===== config.mk =====
export PLATFORM = sky130hd
export DESIGN_NAME = rtc_access_sequencer
export DESIGN_NICKNAME = d
export VERILOG_FILES = /design/src/rtl/rtc_pkg.sv /design/src/rtl/rtc_poll_timer.sv /design/src/rtl/rtc_access_sequencer.sv
export SDC_FILE = /design/constraint.sdc
export NUM_CORES = 1
export LEC_CHECK = 0
export BUFFER_PORTS_ARGS = -buffer_cell sky130_fd_sc_hd__buf_2
export CAP_MARGIN = 20
export CORE_UTILIZATION = 29
export DETAILED_ROUTE_END_ITERATION = 8
export SLEW_MARGIN = 40
export SYNTH_ARGS = -nofsm -noshare
export SYNTH_HDL_FRONTEND = slang
export SYNTH_HIERARCHICAL = 1
export SYNTH_SLANG_ARGS = --single-unit

===== constraint.sdc =====
create_clock -name Clock_in -period 2.06 [get_ports Clock_in]
set_clock_uncertainty 0.2 [all_clocks]
set_input_delay 0.206 -clock Clock_in [delete_from_list [all_inputs] [get_ports Clock_in]]
set_output_delay 0.206 -clock Clock_in [all_outputs]
set_load 0.02 [all_outputs]

===== src/rtl/rtc_pkg.sv =====
// Shared definitions for the RTC access sequencer.
//   - V3023 time register addresses, swept in the order sec..year
//   - NUM_REGS: number of registers in one snapshot sweep
//   - rtc_state_e: sequencer FSM encoding, also exported on the debug port
//   - reg_addr(): maps a sweep index (0..5) to its bus address
package rtc_pkg;

  localparam int NUM_REGS = 6;

  localparam logic [7:0] ADDR_SEC   = 8'h21;
  localparam logic [7:0] ADDR_MIN   = 8'h22;
  localparam logic [7:0] ADDR_HOUR  = 8'h23;
  localparam logic [7:0] ADDR_DAY   = 8'h24;
  localparam logic [7:0] ADDR_MONTH = 8'h25;
  localparam logic [7:0] ADDR_YEAR  = 8'h26;

  localparam logic [2:0] LAST_IDX = 3'(NUM_REGS - 1);

  typedef enum logic [1:0] {
    ST_IDLE     = 2'd0,
    ST_ISSUE    = 2'd1,
    ST_WAIT_FIN = 2'd2,
    ST_COMMIT   = 2'd3
  } rtc_state_e;

  // The time registers are contiguous, so the sweep index is an offset from sec.
  function automatic logic [7:0] reg_addr(input logic [2:0] idx);
    return ADDR_SEC + {5'b0, idx};
  endfunction

endpackage


===== src/rtl/rtc_poll_timer.sv =====
// Sweep-interval timer.
// Counts 0..POLL_DIV-1 while enable_i is high and emits a one-cycle tick on the
// last count. The count holds while enable_i is low.
// Ports:
//   Clock_in  - system clock
//   Reset     - synchronous, active-high
//   enable_i  - count enable
//   tick_o    - one-cycle expiry pulse
module rtc_poll_timer #(
  parameter int POLL_DIV = 10_000_000
) (
  input  logic Clock_in,
  input  logic Reset,
  input  logic enable_i,
  output logic tick_o
);

  localparam int CW = (POLL_DIV > 1) ? $clog2(POLL_DIV) : 1;
  localparam logic [CW-1:0] LAST = CW'(POLL_DIV - 1);

  logic [CW-1:0] count_q, count_d;

  always_comb begin
    count_d = count_q;
    tick_o  = 1'b0;
    if (enable_i) begin
      if (count_q == LAST) begin
        count_d = '0;
        tick_o  = 1'b1;
      end else begin
        count_d = count_q + 1'b1;
      end
    end
  end

  always_ff @(posedge Clock_in) begin
    if (Reset) count_q <= '0;
    else       count_q <= count_d;
  end

endmodule


===== src/rtl/rtc_access_sequencer.sv =====
// Schedules all traffic to the V3023 bus transaction engine.
// Periodically sweeps the six time registers into a staging area and, once the
// whole sweep has completed, copies it to the snapshot outputs in one step.
// Single-register writes from the set-time logic take priority at transaction
// boundaries; a completed write restarts the sweep so the snapshot picks up
// the new value.
//
// Handshake with the engine: xfer_start_o is a one-cycle pulse; xfer_write_o,
// xfer_addr_o and xfer_wdata_o are registered, valid on the start cycle and
// held until a new transaction is issued. The engine strobes read data with
// xfer_data_valid_i (last strobe wins) and ends with a one-cycle xfer_fin_i.
// wr_req_i is a one-cycle request accepted whenever no write is outstanding;
// wr_busy_o stays high until the write completes or times out.
//
// Ports:
//   Clock_in, Reset         - clock, synchronous active-high reset
//   enable_i                - gates new transactions (in-flight one completes)
//   wr_req_i/addr/data      - write request from the set-time logic
//   wr_busy_o, wr_ack_o     - write outstanding / one-cycle completion pulse
//   xfer_*                  - transaction engine interface
//   sec_o..year_o           - coherent time snapshot
//   snap_valid_o            - one-cycle pulse in the cycle the snapshot loads;
//                             new values are visible from the following cycle
//   err_o                   - sticky transaction-timeout flag
//   dbg_state_o             - current FSM state
module rtc_access_sequencer
  import rtc_pkg::*;
#(
  parameter int POLL_DIV = 10_000_000,
  parameter int TIMEOUT  = 4096
) (
  input  logic       Clock_in,
  input  logic       Reset,
  input  logic       enable_i,
  input  logic       wr_req_i,
  input  logic [7:0] wr_addr_i,
  input  logic [7:0] wr_data_i,
  output logic       wr_busy_o,
  output logic       wr_ack_o,
  output logic       xfer_start_o,
  output logic       xfer_write_o,
  output logic [7:0] xfer_addr_o,
  output logic [7:0] xfer_wdata_o,
  input  logic       xfer_data_valid_i,
  input  logic [7:0] xfer_rdata_i,
  input  logic       xfer_fin_i,
  output logic [7:0] sec_o,
  output logic [7:0] min_o,
  output logic [7:0] hour_o,
  output logic [7:0] day_o,
  output logic [7:0] month_o,
  output logic [7:0] year_o,
  output logic       snap_valid_o,
  output logic       err_o,
  output rtc_state_e dbg_state_o
);

  localparam int TW = (TIMEOUT > 1) ? $clog2(TIMEOUT) : 1;
  localparam logic [TW-1:0] TMO_LAST = TW'(TIMEOUT - 1);

  rtc_state_e    state_q, state_d;
  logic [2:0]    idx_q, idx_d;
  logic          poll_pending_q, poll_pending_d;
  logic          wr_busy_q, wr_busy_d;
  logic [7:0]    wr_addr_q, wr_addr_d;
  logic [7:0]    wr_data_q, wr_data_d;
  logic          xfer_write_q, xfer_write_d;
  logic [7:0]    xfer_addr_q, xfer_addr_d;
  logic [7:0]    xfer_wdata_q, xfer_wdata_d;
  logic [TW-1:0] tmo_q, tmo_d;
  logic          err_q, err_d;
  logic [7:0]    staging_q [NUM_REGS];
  logic [7:0]    staging_d [NUM_REGS];
  logic [7:0]    snap_q [NUM_REGS];
  logic [7:0]    snap_d [NUM_REGS];

  logic poll_tick;
  logic wr_clear;

  rtc_poll_timer #(.POLL_DIV(POLL_DIV)) u_poll_timer (
    .Clock_in (Clock_in),
    .Reset    (Reset),
    .enable_i (enable_i),
    .tick_o   (poll_tick)
  );

  always_comb begin
    state_d        = state_q;
    idx_d          = idx_q;
    poll_pending_d = poll_pending_q;
    wr_busy_d      = wr_busy_q;
    wr_addr_d      = wr_addr_q;
    wr_data_d      = wr_data_q;
    xfer_write_d   = xfer_write_q;
    xfer_addr_d    = xfer_addr_q;
    xfer_wdata_d   = xfer_wdata_q;
    tmo_d          = tmo_q;
    err_d          = err_q;
    staging_d      = staging_q;
    snap_d         = snap_q;
    xfer_start_o   = 1'b0;
    wr_ack_o       = 1'b0;
    snap_valid_o   = 1'b0;
    wr_clear       = 1'b0;

    unique case (state_q)
      ST_IDLE: begin
        // The timeout count starts at 0 on the xfer_start cycle.
        tmo_d = '0;
        if (enable_i) begin
          if (wr_busy_q) begin
            state_d      = ST_ISSUE;
            xfer_write_d = 1'b1;
            xfer_addr_d  = wr_addr_q;
            xfer_wdata_d = wr_data_q;
          end else if (idx_q != 3'd0) begin
            state_d      = ST_ISSUE;
            xfer_write_d = 1'b0;
            xfer_addr_d  = reg_addr(idx_q);
            xfer_wdata_d = 8'h00;
          end else if (poll_pending_q) begin
            state_d        = ST_ISSUE;
            idx_d          = 3'd0;
            poll_pending_d = 1'b0;
            xfer_write_d   = 1'b0;
            xfer_addr_d    = ADDR_SEC;
            xfer_wdata_d   = 8'h00;
          end
        end
      end

      ST_ISSUE: begin
        xfer_start_o = 1'b1;
        tmo_d        = tmo_q + 1'b1;
        state_d      = ST_WAIT_FIN;
      end

      ST_WAIT_FIN: begin
        tmo_d = tmo_q + 1'b1;
        // Only read data belongs in staging; a write's data phase is ignored.
        if (xfer_data_valid_i && !xfer_write_q) staging_d[idx_q] = xfer_rdata_i;
        // fin arriving on the timeout cycle still completes normally.
        if (xfer_fin_i) begin
          state_d = ST_COMMIT;
        end else if (tmo_q == TMO_LAST) begin
          err_d     = 1'b1;
          idx_d     = 3'd0;
          staging_d = '{default: 8'h00};
          wr_clear  = xfer_write_q;
          state_d   = ST_IDLE;
        end
      end

      ST_COMMIT: begin
        if (xfer_write_q) begin
          wr_ack_o       = 1'b1;
          wr_clear       = 1'b1;
          idx_d          = 3'd0;
          poll_pending_d = 1'b1;
        end else if (idx_q == LAST_IDX) begin
          snap_valid_o = 1'b1;
          snap_d       = staging_q;
          idx_d        = 3'd0;
        end else begin
          idx_d = idx_q + 3'd1;
        end
        state_d = ST_IDLE;
      end

      default: state_d = ST_IDLE;
    endcase

    // A request arriving in the cycle the outstanding write retires is taken.
    if (wr_clear) wr_busy_d = 1'b0;
    if (wr_req_i && (!wr_busy_q || wr_clear)) begin
      wr_busy_d = 1'b1;
      wr_addr_d = wr_addr_i;
      wr_data_d = wr_data_i;
    end

    // Expiry mid-sweep only leaves a request for the next sweep.
    if (poll_tick) poll_pending_d = 1'b1;
  end

  always_ff @(posedge Clock_in) begin
    if (Reset) begin
      state_q        <= ST_IDLE;
      idx_q          <= 3'd0;
      poll_pending_q <= 1'b1;
      wr_busy_q      <= 1'b0;
      wr_addr_q      <= 8'h00;
      wr_data_q      <= 8'h00;
      xfer_write_q   <= 1'b0;
      xfer_addr_q    <= 8'h00;
      xfer_wdata_q   <= 8'h00;
      tmo_q          <= '0;
      err_q          <= 1'b0;
      staging_q      <= '{default: 8'h00};
      snap_q         <= '{default: 8'h00};
    end else begin
      state_q        <= state_d;
      idx_q          <= idx_d;
      poll_pending_q <= poll_pending_d;
      wr_busy_q      <= wr_busy_d;
      wr_addr_q      <= wr_addr_d;
      wr_data_q      <= wr_data_d;
      xfer_write_q   <= xfer_write_d;
      xfer_addr_q    <= xfer_addr_d;
      xfer_wdata_q   <= xfer_wdata_d;
      tmo_q          <= tmo_d;
      err_q          <= err_d;
      staging_q      <= staging_d;
      snap_q         <= snap_d;
    end
  end

  assign wr_busy_o    = wr_busy_q;
  assign xfer_write_o = xfer_write_q;
  assign xfer_addr_o  = xfer_addr_q;
  assign xfer_wdata_o = xfer_wdata_q;
  assign err_o        = err_q;
  assign dbg_state_o  = state_q;
  assign sec_o        = snap_q[0];
  assign min_o        = snap_q[1];
  assign hour_o       = snap_q[2];
  assign day_o        = snap_q[3];
  assign month_o      = snap_q[4];
  assign year_o       = snap_q[5];

endmodule


# ---- Word-level counts from Yosys, hierarchy flattened
# Cells that the tools add are included.
dict set report op_classes {
  n_mux 51
  addsub 4
  n_bitwise 3
  n_eq_ne 15
  n_shift 0
  reduce_logical 21
  n_div 0
  order_cmp 2
  n_mul 0
}
# operator n
set op_table {}
lappend op_table {{$mux 48} 3}
lappend op_table {{$mux 8} 7}
lappend op_table {{$bwmux 48} 1}
lappend op_table {{$add 24x1->24 const B} 1}
lappend op_table {{$demux 8 s3} 1}
lappend op_table {{$eq 24x24->1 const B} 1}
lappend op_table {{$mux 24} 1}
lappend op_table {{$mux 3} 8}
lappend op_table {{$pmux 12 s2} 1}
lappend op_table {{$mux 1} 19}
lappend op_table {{$ne 2x2->1 const B} 7}
lappend op_table {{$add 12x1->12 const B} 1}
lappend op_table {{$eq 12x12->1 const B} 1}
lappend op_table {{$mux 2} 6}
lappend op_table {{$reduce_and 3->1} 4}
lappend op_table {{$pmux 3 s3} 1}
lappend op_table {{$reduce_bool 3->1} 3}
lappend op_table {{$pmux 2 s4} 1}
lappend op_table {{$add 6x3->7 const A} 1}
lappend op_table {{$reduce_and 7->1} 1}
lappend op_table {{$reduce_bool 2->1} 3}
lappend op_table {{$reduce_and 5->1} 1}
lappend op_table {{$eq 2x2->1 const B} 2}
lappend op_table {{$ge 4x4->1 const B} 1}
lappend op_table {{other kinds (14)} 20}
dict set report totals {
  register_bits 173
  inputBits 30
  romBits 0
  elab_cells 120
  latch_bits 0
  ram_bits 0
  output_inout_bits 72
  mem_count 0
}

# ---- Depth between registers and ports, before layout
# Gate-level depths: netlist of run 1.
dict set report logic_depth {
  depth_word 9
  ltp_mapped 9
  depth_no_buf 6
}

# ---- Cells and area by module
# The synthesis of run 1 kept the hierarchy.
# module n_inst seq_area_each_um2 area_per_inst_um2 cells_each
set by_module_without_submodules {}
lappend by_module_without_submodules {rtc_access_sequencer 1 2982.9 5824.3 658}
lappend by_module_without_submodules {rtc_poll_timer 1 480.5 1265.0 136}

# ---- Worst setup path after synthesis of run 1
# No wires, ideal clock.
dict set report synth_timing {
  path_type {reg-to-reg}
  from {reg idx_q[0]}
  to {reg xfer_addr_q[0] (netlist: xfer_addr_o[0])}
  t_required_ps 1790
  period_less_slack_ps 2243
  t_arrival_ps 1972
  n_path_buf 2
  path_stages_with_launch 9
  setup_time_ps 70
  slack_ps -183
  path_cell_list {dfxtp_1 > clkbuf_1 > clkinv_1 > ha_1 > nor4b_2 > nor3_2 > clkbuf_1 > o21ai_0 > a21oi_1}
}
dict set report synth_via {
  elab_chain_cells 3
  word_cells_on_any_way 6
  classes_between {1 x add/sub; 2 x mux; 3 x reduce/logical}
}
# element line_no
set synth_lines {}
lappend synth_lines {{start: declaration} rtc_access_sequencer.sv:62} ;# logic [2:0] idx_q, idx_d;
lappend synth_lines {{start signal: assignment} rtc_access_sequencer.sv:202} ;# idx_q <= idx_d;
lappend synth_lines {{$add 6x3->7 / $reduce_bool 3->1 (equally long branches)} {rtc_pkg.sv:28, rtc_access_sequencer.sv:116}}
lappend synth_lines {{$mux 8 / $reduce_bool 3->1 (equally long branches)} -}
lappend synth_lines {{$mux 8 / $reduce_and 3->1 (equally long branches)} -}
lappend synth_lines {{end signal: assignment} rtc_access_sequencer.sv:208} ;# xfer_addr_q <= xfer_addr_d;
lappend synth_lines {{end: declaration} rtc_access_sequencer.sv:68} ;# logic [7:0] xfer_addr_q, xfer_addr_d;
# Parallel ways exist; a longest one is shown, timed or not.
# A chain may end at the register's enable or synchronous reset.

# ---- Final worst setup path of run 1
dict set report layout_timing {
  from {reg tmo_q[0]}
  to {reg staging_q[6] in the netlist's numbering}
}
dict set report layout_via {
  elab_chain_cells 3
}
# element line_no
set layout_lines {}
lappend layout_lines {{start: declaration} rtc_access_sequencer.sv:70} ;# logic [TW-1:0] tmo_q, tmo_d;
lappend layout_lines {{start signal: assignment} rtc_access_sequencer.sv:210} ;# tmo_q <= tmo_d;
lappend layout_lines {{$eq 12x12->1} rtc_access_sequencer.sv:145} ;# end else if (tmo_q == TMO_LAST) begin
lappend layout_lines {{$mux 48} rtc_access_sequencer.sv:145}
lappend layout_lines {{$mux 48} rtc_access_sequencer.sv:143} ;# if (xfer_fin_i) begin
lappend layout_lines {{end signal: assignment} rtc_access_sequencer.sv:212} ;# staging_q <= staging_d;
lappend layout_lines {{end: declaration} rtc_access_sequencer.sv:72} ;# logic [7:0] staging_q [NUM_REGS];
# Every way passes these cells.

==> flow_summary.json, run 1 <==
{
  "fp.dieW_um": 158,
  "final_common_cell": "dfxtp_1",
  "mostFrequentLayoutCells": "167 x dfxtp_1, 162 x nand2_1, 100 x buf_2",
  "yosysTopAreaCell": "dfxtp_1",
  "synth_top_area_share_pct": 48.9,
  "wl_um": 18400,
  "drt_iter0_drc": 313,
  "p_per_area_mw_per_mm2": 852,
  "irDropWorstVdd_v": 0.000549,
  "fmax_mhz": 498,
  "placed_cells": 1208,
  "netlist_area_mm2": 0.00709,
  "clk_pin_slew_worst_paths_ps": 70,
  "cp-startpoint": "tmo_q[0]",
  "p_int_mw": 5.68,
  "grt_max_degree": 49,
  "synth_area_leaders": "dfxtp_1 49%, mux2i_1 9.3%, nand2_1 8.6%",
  "clock_path_buffers": 2,
  "clock_latency_ps": 440,
  "die-area_mm2": 0.0251,
  "finalCritPeriodShare_pct": 97.6,
  "wl_met1_um": 8720,
  "r2r_end": "staging_q[6]",
  "antenna_found_initial": 0,
  "switching_share_pct": 27.7,
  "diodes": 0,
  "critical_path_class": "reg2reg",
  "final_antenna_net_count": 0,
  "power_frac_seq_pct": 45.1,
  "cts.sink_count": 173,
  "dp_hpwl_um": 11900,
  "drive_gt1_share_pct": 24.4,
  "numPortBuffers": 101,
  "end_kind": "register",
  "first_pass_iters": 4,
  "synthMuxAreaShare_pct": 9.32,
  "start_util_pct": 29.8,
  "tightestPinTransition_ps": 482,
  "area_delta_synth_final_pct": 30.2,
  "core_mm2": 0.0238,
  "grt_pass1_wl_um": 28200,
  "finalSetupViolations": 0,
  "synth_compound_area_share_pct": 10.2,
  "crit_path_max_incr_delay_ps": 400,
  "root_buffer": "clkbuf_16",
  "synth_seq_cells": 173,
  "leakage_nw": 3.80,
  "async_reset_ff_share_pct": 0,
  "ys.flop_type": "dfxtp_1",
  "die_height_um": 158,
  "route.vias.total": 5927,
  "yosys.area_share.simple_pct": 23.3,
  "worstPathRequired_ps": 2190,
  "fillCellCount": 2367,
  "rows": 56,
  "cp_cell_sequence": "ha_4 -> nand4_1 -> or3_4 -> o21ai_4 -> buf_12 -> buf_6 -> nor2_1",
  "crit_fanout": 12,
  "tns_ps": 0,
  "synth_xor_area_share_pct": 2.35,
  "io_pins": 102,
  "grt_pass1_vias": 5516,
  "slowest_stage": "or3_4",
  "grtUsageTotal_pct": 14.6,
  "cts_buffers": 17,
  "slew_headroom_pct": 67.9,
  "final_cells": 1277,
  "synth_top_family_by_area": "simple AND/OR/NAND/NOR gates",
  "grt_overflow": 0,
  "hold_violations": 0,
  "synth.avg_cell_area_um2": 8.93,
  "globalplace.congestion": 0.779,
  "route.detailed.drc": 0,
  "synth_fa_ha_area_share_pct": 1.76,
  "worst_ep_arrival_time_ps": 2140,
  "cp-endpoint": "staging_q[6]",
  "cp-start-kind": "register",
  "syn_inst": 794,
  "wire_per_inst_um": 14.4,
  "worst_slack_ps": 50.0,
  "power.net_switching_mw": 2.18,
  "synth_nets": 834,
  "ys_types": 63,
  "period_needed_ps": 2010,
  "max_cap_violations": 0,
  "routed-wl-met2_um": 8560,
  "ys_seq_area_share_pct": 48.9,
  "reg2reg_slack_ps": 50,
  "wl_met3_um": 854,
  "viasPerCell": 4.64,
  "p_clk_share_pct": 41.4,
  "cts_tree": "built",
  "p_total_mw": 7.86,
  "dr.max_layer_used": "met4",
  "yosys_warnings": 6,
  "hold_path_class": "in2reg",
  "rr_worst_depth": 7,
  "post-place-ws_ps": -87.1,
  "htreeDepth": 4,
  "power_frac_comb_pct": 13.5,
  "synth_edf_count": 0,
  "status": "complete, no violations",
  "r2r_start": "tmo_q[0]",
  "finalNetCount": 985,
  "slew_viol_final": 0
}
==> through the flow <==
step	utilization, %	cell area, µm²	hold WS [ps]
after floorplan	-	7100	78.4
after global placement	34.3	8140	238
after detailed placement	34.3	8140	240
after CTS	38.1	9040	8.73
after global routing	38.9	9230	45.1
final	38.9	9230	37.2
==> state kept, by name (all words and copies together) (netlist names) <==
| register | flops |
|---|---|
| xfer_addr_o | 8 |
| staging_q | 48 |
| min_o | 8 |
| poll_pending_q | 1 |
| dbg_state_o | 2 |
| wr_data_q | 8 |
| year_o | 8 |
| day_o | 8 |
| xfer_wdata_o | 8 |
| sec_o | 8 |
| wr_addr_q | 8 |
| u_poll_timer/count_q | 24 |
| month_o | 8 |
| idx_q | 3 |
| wr_busy_o | 1 |
| err_o | 1 |
| xfer_write_o | 1 |
| tmo_q | 12 |
| hour_o | 8 |
==> power groups by stage <==
stage | Sequential [mW] | Combinational [mW] | Clock, mW
floorplan | 3.64 | 0.561 | 0
global placement | 3.60 | 0.933 | 0
detailed placement | 3.61 | 0.938 | 0
CTS | 3.53 | 0.990 | 3.32
global route | 3.56 | 1.16 | 3.45
finish | 3.55 | 1.06 | 3.26
==> worst max-delay path, delay by kind of cell (launching register included) <==
kind	cells	cell delay [ps]
and+or+nand+nor	3	600
DFF	1	370
buffers and inverters	2	330
AOI/OAI and AO/OA	1	230
adders and majority gates	1	160
==> final cells by class <==
cell class | instances | area (µm²) | area share (%)
clock buffer | 19 | 453 | 4.91
clock inverter | 13 | 141 | 1.53
inverter | 12 | 48.8 | 0.529
multi-input combinational | 560 | 3390 | 36.7
sequential | 173 | 3480 | 37.7
tap | 319 | 399 | 4.32
timing repair buffer | 181 | 1330 | 14.4
==> what timing repair did <==
action,4_1_cts,5_1_grt
buffers inserted,2,3
gates resized for setup,2,20
endpoints found under the hold margin,75,0
pin swaps,2,3
endpoints found under the setup margin,19,91
gates cloned,0,5
hold buffers,27,0
==> kinds of logic after synthesis <==
group           Yosys count
compound gates          121
buf+inv                  61
mux                      66
fa+ha+maj                10
flops                   173
simple gates            344
xor+xnor                 19
==> worst min-delay path by stage <==
stage	from	to	cells after the start
after floorplan	Reset	u_poll_timer/count_q[2]	1
after global placement	xfer_wdata_o[4]	xfer_wdata_o[4]	2
after detailed placement	xfer_wdata_o[4]	xfer_wdata_o[4]	2
after CTS	xfer_fin_i	dbg_state_o[0]	3
after global routing	xfer_fin_i	dbg_state_o[0]	3
final	xfer_fin_i	dbg_state_o[1]	4
==> synthesized netlist by cell type (5+ instances only) <==
library cell,n
a21oi_1,79
and4_1,5
buf_2,12
buf_6,5
clkbuf_1,28
dfxtp_1,173
ha_1,10
inv_1,10
mux2i_1,66
nand2_1,162
nand2b_1,6
nand3_1,26
nand4_1,8
nor2_1,69
nor2_2,9
nor2b_1,5
nor3_1,7
o21ai_0,17
o31ai_1,6
or3_1,9
xnor2_1,8
xor2_1,11
==> layer usage <==
metal  global-route usage (%)  vias to the layer above
met4                     4.67                        0
met1                     18.6                     2799
met2                     23.1                       91
met5                        0                        -
met3                     4.76                       23
li1                         -                     3014
Note: power is estimated with default switching activity, not from simulation.
==> run 2: changes to the inputs <==
Settings changed: RECOVER_POWER set to 100.
==> run 2 against run 1 <==
Worst setup slack worse by 4.6 ps. Via count hardly changed. Global-route usage stayed put. Clock-buffer cell count stayed put. Non-clock buffer count stayed put. Critical endpoint unchanged. Highest routed layer unchanged.
==> flow_summary.json, run 2 (synthesis results as in run 1) <==
{
  "cp-start-kind": "register",
  "area_delta_synth_final_pct": 28.8,
  "wire_per_inst_um": 14.4,
  "fillCellCount": 2393,
  "cts_tree": "built",
  "tns_ps": 0,
  "slew_headroom_pct": 64.7,
  "r2r_start": "tmo_q[0]",
  "biggestRegsByFlops": "staging_q (48), u_poll_timer/count_q (24), tmo_q (12)",
  "grt_max_degree": 49,
  "p_total_mw": 7.83,
  "route.vias.total": 5929,
  "tightestPinTransition_ps": 529,
  "core_mm2": 0.0238,
  "placed_cells": 1208,
  "slew_viol_final": 0,
  "largest_register_ffs": 48,
  "worst_slack_ps": 45.5,
  "fp.dieW_um": 158,
  "status": "complete, no violations",
  "crit_fanout": 12,
  "critical_path_class": "reg2reg",
  "finalNetCount": 985,
  "multiInputGateArea_mm2": 0.00338,
  "r2r_end": "staging_q[6]",
  "final_common_cell": "dfxtp_1",
  "grtUsageTotal_pct": 14.6,
  "grt_pass1_vias": 5516,
  "post-place-ws_ps": -87.1,
  "die-area_mm2": 0.0251,
  "numPortBuffers": 101,
  "hold_path_class": "in2reg",
  "regArea_mm2": 0.00348,
  "final_cells": 1277,
  "die_height_um": 158,
  "finalCritPeriodShare_pct": 97.8,
  "antenna_found_initial": 0,
  "hold_path.startpoint": "xfer_fin_i",
  "largest_register": "staging_q",
  "max_cap_violations": 0,
  "mostFrequentLayoutCells": "167 x dfxtp_1, 162 x nand2_1, 79 x a21oi_1",
  "final_antenna_net_count": 0,
  "cp-endpoint": "staging_q[6]",
  "worstPathRequired_ps": 2190,
  "route.detailed.drc": 0,
  "leakage_nw": 3.49,
  "rr_worst_depth": 7,
  "period_needed_ps": 2010,
  "p_per_area_mw_per_mm2": 858,
  "viasPerCell": 4.64,
  "clock_path_buffers": 2,
  "first_pass_iters": 5,
  "dp_hpwl_um": 11900,
  "cts.sink_count": 173,
  "cp-startpoint": "tmo_q[0]",
  "drt_iter0_drc": 323,
  "globalplace.congestion": 0.779,
  "fmax_mhz": 496,
  "finalSetupViolations": 0,
  "rows": 56,
  "clock_latency_ps": 440,
  "irDropWorstVdd_v": 0.000548,
  "start_util_pct": 29.8,
  "clk_pin_slew_worst_paths_ps": 70,
  "diodes": 0,
  "drive_gt1_share_pct": 16.7,
  "end_kind": "register",
  "wl_um": 18300,
  "cts_buffers": 17,
  "grt_pass1_wl_um": 28200,
  "worst_ep_arrival_time_ps": 2150,
  "root_buffer": "clkbuf_16",
  "reg2reg_slack_ps": 50,
  "htreeDepth": 4,
  "io_pins": 102,
  "grt_overflow": 0,
  "hold_violations": 0
}
==> run 2: cell types whose count changed in the layout (fill, tap and decap cells not counted) <==
cell,delta
nor3_2,-1
nor3_1,+1
buf_2,-70
clkbuf_1,+73
buf_4,-3
==> run 2: layer usage <==
layer  part of all wire, %  global-route usage, %
met1                    47                   18.6
met2                    47                   23.1
met3                   4.5                   4.76
met4                   1.5                   4.67
met5                     0                      0
==> run 2: how the worst min path moves through the flow <==
stage	to	depth (start not counted)
2_1_floorplan	u_poll_timer/count_q[2]	1
3_3_place_gp	xfer_wdata_o[4]	2
3_5_place_dp	xfer_wdata_o[4]	2
4_1_cts	dbg_state_o[0]	3
5_1_grt	dbg_state_o[0]	3
6_report	dbg_state_o[1]	4
==> run 2: final cells by class <==
class / count / share of cell area [%]
flip-flops and latches: 173 / 38.1
inverters: 12 / 0.535
repair buffers: 181 / 13.5
well taps: 319 / 4.37
clock buffers: 19 / 4.96
clock inverters: 13 / 1.55
multi-input cells: 560 / 37.0
==> run 2: per-stage QoR <==
stage | area, µm² | hold WS [ps] | utilization (%)
after detailed placement | 8140 | 240 | 34.3
final | 9130 | 36.1 | 38.4
after global placement | 8140 | 238 | 34.3
after floorplan | 7100 | 78.4 | -
after CTS | 9040 | 8.73 | 38.1
after global routing | 9130 | 45.1 | 38.4
==> run 2: worst max-delay path: stages, from the launching register on <==
cell	delay, ps
dfxtp_2	370
ha_4	160
nand4_1	140
or3_4	400
o21ai_4	230
buf_12	160
buf_6	170
nor2_1	60
==> run 2: what timing repair did <==
item,CTS,global route
pin swaps,2,3
endpoints found under the hold margin,75,0
cloned,0,5
buffers inserted,2,3
endpoints found under the setup margin,19,91
hold buffers,27,0
gates resized for setup,2,20
==> run 2: power breakdown <==
part	internal (mW)	switching (mW)	leakage, nW
Sequential	3.46	0.0909	1.40
Clock	1.78	1.48	0.292
Combinational	0.415	0.611	1.79
==> run 3: changes to the inputs <==
Settings changed: CORE_MARGIN set to 10.
Clock period 2.06 ns to 2.3 ns, I/O delays scaled along.
==> run 3 against run 2 <==
Die area grew 24%. Global-route usage shrank 3.2 points. Fmax shrank 4.4%. First-iteration DRC count grew 0.93%. Combinational power shrank 22%. Non-clock buffer count shrank 23. Register-to-register slack gained 150 ps. Total power shrank 11%. Final area shrank 3.9%. Cell count shrank 1.4%. Via count shrank 2.8%. Sequential cell count is the same. Critical endpoint is now xfer_wdata_o[3].
==> flow_summary.json, run 3 (synthesis results as in run 1) <==
{
  "status": "complete, no violations",
  "tightestPinTransition_ps": 580,
  "placed_cells": 1198,
  "route.detailed.drc": 0,
  "max_cap_violations": 0,
  "fin_area_mm2": 0.00877,
  "place_area_mm2": 0.00799,
  "fmax_mhz": 475,
  "rr_worst_depth": 7,
  "start_util_pct": 29.3,
  "mostFrequentLayoutCells": "171 x dfxtp_1, 162 x nand2_1, 80 x a21oi_1",
  "final_antenna_net_count": 0,
  "hold_path_class": "in2reg",
  "biggestRegsByFlops": "staging_q (48), u_poll_timer/count_q (24), tmo_q (12)",
  "clock_latency_ps": 430,
  "die-area_mm2": 0.0311,
  "drive_gt1_share_pct": 12.8,
  "core_mm2": 0.0242,
  "cp-start-kind": "register",
  "wl_um": 17900,
  "diodes": 0,
  "leakage_nw": 3.34,
  "cts_buffers": 17,
  "hold_violations": 0,
  "finalCritPeriodShare_pct": 91.6,
  "wire_per_inst_um": 14.2,
  "route.vias.total": 5764,
  "cts_tree": "built",
  "largest_register_ffs": 48,
  "end_kind": "register",
  "final_common_cell": "dfxtp_1",
  "irDropWorstVdd_v": 0.000462,
  "crit_fanout": 11,
  "die_height_um": 176,
  "finalNetCount": 962,
  "fp.dieW_um": 176,
  "final_cells": 1259,
  "hold_path.startpoint": "Reset",
  "grt_pass1_vias": 5503,
  "slew_viol_final": 0,
  "p_per_area_mw_per_mm2": 797,
  "root_buffer": "clkbuf_16",
  "tns_ps": 0,
  "rsz0062_at_grt": "false",
  "numPortBuffers": 101,
  "reg2reg_slack_ps": 190,
  "worstHoldPathCells": 2,
  "critical_path_class": "reg2reg",
  "io_pins": 102,
  "first_pass_iters": 4,
  "grt_pass1_wl_um": 28800,
  "slew_headroom_pct": 61.4,
  "grt_overflow": 0,
  "area_delta_synth_final_pct": 23.7,
  "drt_iter0_drc": 326,
  "cts.sink_count": 173,
  "clk_pin_slew_worst_paths_ps": 70,
  "worst_ep_arrival_time_ps": 2220,
  "grtUsageTotal_pct": 11.4,
  "r2r_end": "xfer_wdata_o[3]",
  "rows": 57,
  "period_needed_ps": 2110,
  "globalplace.congestion": 0.775,
  "antenna_found_initial": 0,
  "largest_register": "staging_q",
  "grt_max_degree": 49,
  "p_total_mw": 6.99,
  "worstPathRequired_ps": 2410,
  "finalSetupViolations": 0,
  "hold_path_end": "year_o[5]",
  "clock_path_buffers": 2,
  "r2r_start": "dbg_state_o[0]",
  "dp_hpwl_um": 12400,
  "viasPerCell": 4.58,
  "htreeDepth": 4,
  "post-route-util_pct": 36.3
}
## run 3: cell types whose count changed in the layout (fill, tap and decap cells not counted), sizes merged
cell / before / now
bufinv: 1 / 2
buf: 78 / 56
dlygate4sd3: 27 / 25
inv: 20 / 17
clkbuf: 95 / 94
clkinv: 3 / 7
## run 3: critical path, stage by stage (launching register included)
cell      delay, ps
dfxtp_2         350
inv_1           120
ha_1            240
inv_1           130
or3_1           570
clkbuf_2        230
nand2_1          90
a21oi_1          60
## run 3: metal layers
layer	up-vias	wire (µm)	global-route usage (%)	part of all wire (%)
met2	66	8570	18.4	48
met5	-	0	0	0
met1	2718	8460	14.3	47
met3	14	735	3.84	4.1
li1	2966	-	-	-
met4	0	161	3.01	0.90
## run 3: per-stage QoR
| step | setup WS (ps) | hold WS (ps) |
|---|---|---|
| after CTS | 3.79 | 4.23 |
| final | 194 | 20.3 |
| after global routing | 35.9 | 3.39 |
| after floorplan | 57.2 | 102 |
| after global placement | 239 | 238 |
| after detailed placement | 154 | 244 |
## run 3: worst max-delay path by stage
stage | to | start | slack [ps] | cells after the start
final | xfer_wdata_o[3] | dbg_state_o[0] | 190 | 7
after global routing | xfer_addr_o[2] | dbg_state_o[0] | 40 | 7
after CTS | snap_valid_o | dbg_state_o[1] | 4 | 5
after detailed placement | wr_data_q[7] | dbg_state_o[0] | 150 | 6
after global placement | xfer_wdata_o[7] | dbg_state_o[1] | 240 | 7
after floorplan | xfer_addr_o[0] | idx_q[0] | 60 | 8
## run 3: final cells by class
cell class	count	area, µm²
fill	2504	15400
sequential	173	3470
multi-input combinational	560	3300
timing repair buffer	158	925
clock buffer	17	425
tap	324	405
clock inverter	15	200
inverter	12	50.0
## run 3: repair_timing
item / 4_1_cts / 5_1_grt
buffers inserted: 0 / 4
gates resized for setup: 1 / 3
hold buffers: 25 / 0
endpoints found under the setup margin: 1 / 4
pin swaps: 0 / 1
hold endpoints to repair: 57 / 0
## run 3: power by group
group	switching [mW]	total, mW	leakage [nW]	internal, mW
sequential	0.0796	3.17	1.40	3.09
clock	1.35	3.01	0.303	1.67
combinational	0.519	0.806	1.63	0.286
